File: config.mk
export PLATFORM = sky130hd
export DESIGN_NAME = vga_timing_gen
export DESIGN_NICKNAME = d
export VERILOG_FILES = /design/src/rtl/vga_timing_gen.sv
export SDC_FILE = /design/constraint.sdc
export NUM_CORES = 1
export LEC_CHECK = 0
export CORE_ASPECT_RATIO = 0.7
export CORE_MARGIN = 10
export CORE_UTILIZATION = 45
export DETAILED_ROUTE_END_ITERATION = 10
export PLACE_DENSITY = 0.77
export RECOVER_POWER = 50
export SYNTH_ARGS = -nofsm -noshare
export SYNTH_HDL_FRONTEND = slang
export SYNTH_SLANG_ARGS = --single-unit
export TNS_END_PERCENT = 100
File: constraint.sdc
create_clock -name clk -period 2.1 [get_ports clk]
set_input_delay 0.315 -clock clk [delete_from_list [all_inputs] [get_ports clk]]
set_output_delay 0.315 -clock clk [all_outputs]
set_load 0.02 [all_outputs]
File: src/rtl/vga_timing_gen.sv
// VGA 640x480@60 timing generator with a centred 512x480 1-bpp framebuffer.
// Two-stage pipeline: counters -> registered RAM address -> registered pixel.
// Sync and window flags travel alongside so every output refers to the same
// screen position, two clocks after the counters reached it.
`timescale 1ns/1ps

module vga_timing_gen #(
    // Vertical timing is exposed so a shortened frame can be built for bring-up;
    // the defaults give the standard 525-line frame.
    parameter int unsigned VVisible = 480,
    parameter int unsigned VFront   = 10,
    parameter int unsigned VSync    = 2,
    parameter int unsigned VBack    = 33
) (
    input  logic        clk,
    input  logic        rst,
    input  logic        read_data,
    output logic [17:0] read_addr,
    output logic [3:0]  r,
    output logic [3:0]  g,
    output logic [3:0]  b,
    output logic        hs,
    output logic        vs,
    output logic        swap
);

    // Horizontal geometry is fixed: the window arithmetic below relies on it.
    localparam logic [9:0] HLast      = 10'd799;
    localparam logic [9:0] HSyncStart = 10'd656;
    localparam logic [9:0] HSyncEnd   = 10'd752;
    localparam logic [9:0] WinStart   = 10'd64;
    localparam logic [9:0] WinEnd     = 10'd576;

    localparam logic [9:0] VVis       = 10'(VVisible);
    localparam logic [9:0] VSyncStart = 10'(VVisible + VFront);
    localparam logic [9:0] VSyncEnd   = 10'(VVisible + VFront + VSync);
    localparam logic [9:0] VLast      = 10'(VVisible + VFront + VSync + VBack - 1);

    logic [9:0] h;
    logic [9:0] v;

    logic       in_win;
    logic       hs_raw;
    logic       vs_raw;
    logic [8:0] fb_x;

    // First pipeline stage flags, aligned with read_addr
    logic       win_s1;
    logic       hs_s1;
    logic       vs_s1;

    // Decode the current counter position
    always_comb begin
        in_win = (h >= WinStart) && (h < WinEnd) && (v < VVis);
        hs_raw = !((h >= HSyncStart) && (h < HSyncEnd));
        vs_raw = !((v >= VSyncStart) && (v < VSyncEnd));
        // Modulo-512 subtraction: columns 64..575 map onto 0..511
        fb_x   = h[8:0] - 9'd64;
    end

    // Horizontal and vertical position counters
    always_ff @(posedge clk or posedge rst) begin
        if (rst) begin
            h <= '0;
            v <= '0;
        end else if (h == HLast) begin
            h <= '0;
            v <= (v == VLast) ? '0 : v + 10'd1;
        end else begin
            h <= h + 10'd1;
        end
    end

    // Stage 1: issue the framebuffer read and carry the position flags
    always_ff @(posedge clk or posedge rst) begin
        if (rst) begin
            read_addr <= '0;
            win_s1    <= 1'b0;
            hs_s1     <= 1'b1;
            vs_s1     <= 1'b1;
            swap      <= 1'b0;
        end else begin
            // Outside the window the address is don't-care; the pixel is masked
            read_addr <= {v[8:0], fb_x};
            win_s1    <= in_win;
            hs_s1     <= hs_raw;
            vs_s1     <= vs_raw;
            swap      <= (h == 10'd0) && (v == VVis);
        end
    end

    // Stage 2: register colour from the RAM data and the aligned sync levels
    always_ff @(posedge clk or posedge rst) begin
        if (rst) begin
            r  <= 4'h0;
            g  <= 4'h0;
            b  <= 4'h0;
            hs <= 1'b1;
            vs <= 1'b1;
        end else begin
            r  <= {4{win_s1 & read_data}};
            g  <= {4{win_s1 & read_data}};
            b  <= {4{win_s1 & read_data}};
            hs <= hs_s1;
            vs <= vs_s1;
        end
    end

endmodule

== Word-level counts from Yosys, hierarchy flattened ==
Index checks and enable logic that the tools add are counted.

* Add/sub/neg operators: 3
* Reductions and logical operators: 8
* Equality and inequality tests: 3
* Magnitude comparators: 7
* Multiplexer cells: 2
* Bitwise operators: 1

{| class="wikitable"
|+ Operator list
! kind !! count
|-
| $add A10 B1 Y10 const B || 2
|-
| $eq A10 B10 Y1 const B || 2
|-
| $lt A10 B10 Y1 const B || 2
|-
| $lt A10 B9 Y1 const B || 2
|-
| $mux W10 || 2
|-
| $eq A10 B9 Y1 const B || 1
|-
| $ge A10 B10 Y1 const B || 1
|-
| $ge A10 B7 Y1 const B || 1
|-
| $ge A10 B9 Y1 const B || 1
|-
| $logic_not A10 Y1 || 1
|-
| $sub A9 B7 Y9 const B || 1
|-
| $logic_and A1 B1 Y1 || 5
|-
| $logic_not A1 Y1 || 2
|-
| $and A1 B1 Y1 || 1
|}

* Input bits: 3
* Output and inout bits: 33
* Logic and storage cells: 34
* Register bits: 45

== Logic depth before layout (Yosys ltp) ==
* Word-level depth: 3
* Gate-level depth with buffers: 7
* Gate-level depth less buffers: 6

== Worst setup path before layout ==
OpenSTA, ideal clock, no wires.

* Kind: reg2reg
* Start point: register h[7]
* End point: register v[9]
* Path buffers: 0
* Data required time: 2,023 ps
* Library setup time: 77 ps
* Arrival time: 1,541 ps
* Period minus slack after synthesis: 1,618 ps
* Path slack: 482 ps
* Cell stages (with the launch flop): 7
* Cells stage by stage: dfrtp_1 -> inv_1 -> ha_1 -> and4b_4 -> nand4_4 -> or3_1 -> a21oi_1

* Word-level cells in the longest chain between the ends: 1

{| class="wikitable"
|+ RTL lines
! what !! line !! text
|-
| start, declared || 39 || <nowiki>logic [9:0] h;</nowiki>
|-
| start signal, assigned || 70 || <nowiki>h <= h + 10'd1;</nowiki>
|-
| $eq A10 B10 Y1 || 66 || <nowiki>end else if (h == HLast) begin</nowiki>
|-
| end signal, assigned || 68 || <nowiki>v <= (v == VLast) ? '0 : v + 10'd1;</nowiki>
|-
| end, declared || 40 || <nowiki>logic [9:0] v;</nowiki>
|}

No other way between the ends.
A chain may end at the register's enable or synchronous reset.

== Final worst setup path ==
* Start point: register h[7]
* End point: register v[8]

Same word-level chain as after synthesis.

==> run_results.csv <==
group,metric,value,unit
status,status,"finished clean",
sta,hold_viol,0,
placed_design,place_hpwl,2.657,mm
drt,dr_total_vias,1242,
cells_and_area,num-fill-cells,325,
drt,route.detailed.drc,0,
floorplanning,io_pins,36,
logic_synthesis,yosysSeqAreaShare,59.59,%
clock_network,numCtsBuffers,5,
drt,drt_iter0_drc,212,
logic_synthesis,ys_types,34,
sta,whs,358.1,ps
sta,worstMarginPinSlew,1041,ps
clock_network,clk_latency,300,ps
power,vdd_drop_max,0.0003418,V
critical_path,arrival,2050,ps
clock_network,clock_sinks,45,
critical_path,crit_path_start_kind,"flop",
global_route,overflow,0,
global_route,grt_pass1_wl,6.106,mm
logic_synthesis,yosysTopAreaCell,"dfrtp_1",
cells_and_area,layout-drive-gt1-share,7.937,%
drt,vias_per_cell,5.154,
clock_network,hold_buffers,0,
clock_network,cts_root_buf,"clkbuf_8",
power,comb_power_share,1.3,%
clock_network,cts_tree,"done",
clock_network,htree_levels,2,
critical_path,crit_required,2280,ps
placed_design,place.gp.congestion,0.8230,
floorplanning,dieArea,0.007257,mm²
clock_network,cts_setup_buffers,0,
cells_and_area,area_growth_syn_to_layout,21.29,%
floorplanning,die_width,97.63,µm
power,seqPwrFrac,60.9,%
sta,rsz0062_at_grt,"no",
power,swShare,20.04,%
cells_and_area,fin_cells,241,
logic_synthesis,synthesis.area,0.001898,mm²
global_route,grt_use_total,10.60,%
hold_path,hp-class,"reg -> reg",
logic_synthesis,yosys_warnings,0,
clock_network,clockBufferDepth,2,
sta,fmax,534.0,MHz
floorplanning,die_h,74.34,µm
power,power_density,618.0,mW/mm²
logic_synthesis,synth_nets,171,
power,p_clk_share,37.8,%
logic_synthesis,avgSynthCellArea,11.86,µm²
floorplanning,fp-row-count,19,
logic_synthesis,synthCells,160,
critical_path,end_kind,"flop",
global_route,grt_antenna_before_repair,0,
global_route,grt_pass1_vias,1192,
cells_and_area,nets,199,
sta,setup_violations,0,
placed_design,dp_cells,233,
power,p_int,1.138,mW
sta,slew_viol_final,0,
power,power_leakage,1.025,nW
logic_synthesis,synth.top_cell.area_share,54.05,%
sta,tns,0,ps
cells_and_area,multi_input_area,611.8,µm²
drt,first_pass_iters,4,
floorplanning,start_util,47.53,%
clock_network,clkSlewWorstSetupHoldPaths,80,ps
logic_synthesis,netlist_top_cells_area,"dfrtp_1 54%, dfstp_2 5.5%, ha_1 5.3%",
critical_path,worstPathMaxFanout,7,
clock_network,ctsResizeCount,0,
sta,period_needed,1873,ps
global_route,grt_max_degree,46,
logic_synthesis,synth-seq-cells,45,
floorplanning,core,0.003994,mm²
placed_design,io_buffers,35,
sta,max_slew_margin,30.59,%
drt,drt_wl_total,3.582,mm
drt,postRouteAntennaNets,0,
cells_and_area,antenna_cells,0,
cells_and_area,layout.area.seq,0.001131,mm²
drt,wl_per_cell,14.86,µm
power,switching_power,285.1,µW
critical_path,path_class,"reg -> reg",
job,maxCapViolations,0,
sta,skew,9.550,ps
sta,fin_crit_sh,89.18,%
-- through the flow --
step	setup WS, ps	cell area, µm²	util [%]	power, mW
finish	227.2	2302	57.64	1.423
global placement	406.3	2215	55.45	0.9045
floorplan	481.6	1898	-	0.8957
global route	74.96	2302	57.64	1.474
CTS	249.9	2305	57.71	1.437
detailed placement	270.4	2215	55.45	0.9051
-- critical path, cell delays in order (launching register included) --
cell	delay (ps)
dfrtp_1	410
inv_1	160
ha_1	260
nand4b_1	200
nor2_1	360
nand4_1	180
xnor2_1	160
-- placed cells by master (no fill, tap or decap), drive strengths merged --
| master | instances |
|---|---|
| o21a | 1 |
| inv | 11 |
| nand2 | 6 |
| o2111ai | 1 |
| and2 | 2 |
| o22ai | 1 |
| nor4b | 1 |
| xor2 | 6 |
| nor4 | 2 |
| a311oi | 1 |
| nor2 | 11 |
| a31oi | 2 |
| ha | 8 |
| nor4bb | 1 |
| nor3 | 3 |
| or3 | 2 |
| clkbuf | 9 |
| nand3 | 9 |
| xnor2 | 7 |
| and3 | 2 |
| nand4b | 1 |
| dfrtp | 41 |
| clkdlybuf4s50 | 33 |
| nand4 | 7 |
| o21ai | 7 |
| and4 | 2 |
| and4b | 1 |
| a21oi | 2 |
| dfstp | 4 |
| a2111oi | 1 |
| buf | 1 |
| dlygate4sd3 | 2 |
| nor2b | 1 |
-- path summary, 6_finish.rpt --
path	startpoint	slack, ps	depth (start not counted)	to
worst max-delay path	h[7]	230	6	v[8]
worst min-delay path	hs_s1	360	0	hs
worst max register to register	h[7]	230	6	v[8]
worst min register to register	hs_s1	360	0	hs
max in group asynchronous	rst	680	3	read_addr[7]
min in group asynchronous	rst	790	3	h[6]
-- registers in the layout, indices dropped and copies added (netlist names) --
register   count
read_addr     18
h             10
v             10
g              1
hs             1
hs_s1          1
swap           1
vs             1
vs_s1          1
win_s1         1
-- routing by layer --
metal / track usage (%) / routed length [µm]
met1: 13.22 / 1636
met2: 14.55 / 1510
met3: 6.105 / 374
met4: 4.823 / 61
met5: 0 / 0
-- kinds of logic (layout without fill, tap and decap cells) --
group,Yosys count,count (layout),synth area share [%]
compound gates,16,16,5.208
xor+xnor,13,13,5.999
fa+ha+maj,8,8,5.274
buf+inv,27,56,8.174
flops,45,45,59.59
simple gates,51,51,15.75
-- area by class of cell --
type / count / area share (%)
Clock buffer: 8 / 3.913
Inverter: 11 / 1.793
Multi-Input combinational cell: 88 / 26.58
Sequential cell: 45 / 49.13
Tap cell: 52 / 2.826
Timing Repair Buffer: 37 / 15.76
-- power by group through the flow --
stage / sequential [mW] / clock, mW / combinational, mW
floorplan: 0.883 / 0 / 0.0127
global placement: 0.883 / 0 / 0.0215
detailed placement: 0.883 / 0 / 0.0221
CTS: 0.866 / 0.549 / 0.0220
global route: 0.866 / 0.585 / 0.0231
finish: 0.866 / 0.537 / 0.0191
-- Yosys cell counts --
library cell  count
a2111oi_1         1
a21oi_1           2
a311oi_1          1
a31oi_1           2
and2_1            2
and3_1            1
and3_2            1
and4_1            2
and4b_4           1
buf_2             4
buf_4            11
buf_6             1
dfrtp_1          41
dfstp_2           4
ha_1              8
inv_1            11
nand2_1           6
nand3_1           9
nand4_1           6
nand4_4           1
nand4b_1          1
nor2_1           11
nor2b_1           1
nor3_1            3
nor4_1            2
nor4b_1           1
nor4bb_1          1
o2111ai_1         1
o21a_1            1
o21ai_0           7
o22ai_1           1
or3_1             2
xnor2_1           7
xor2_1            6
No activity file was read; power rests on OpenSTA's default activity.
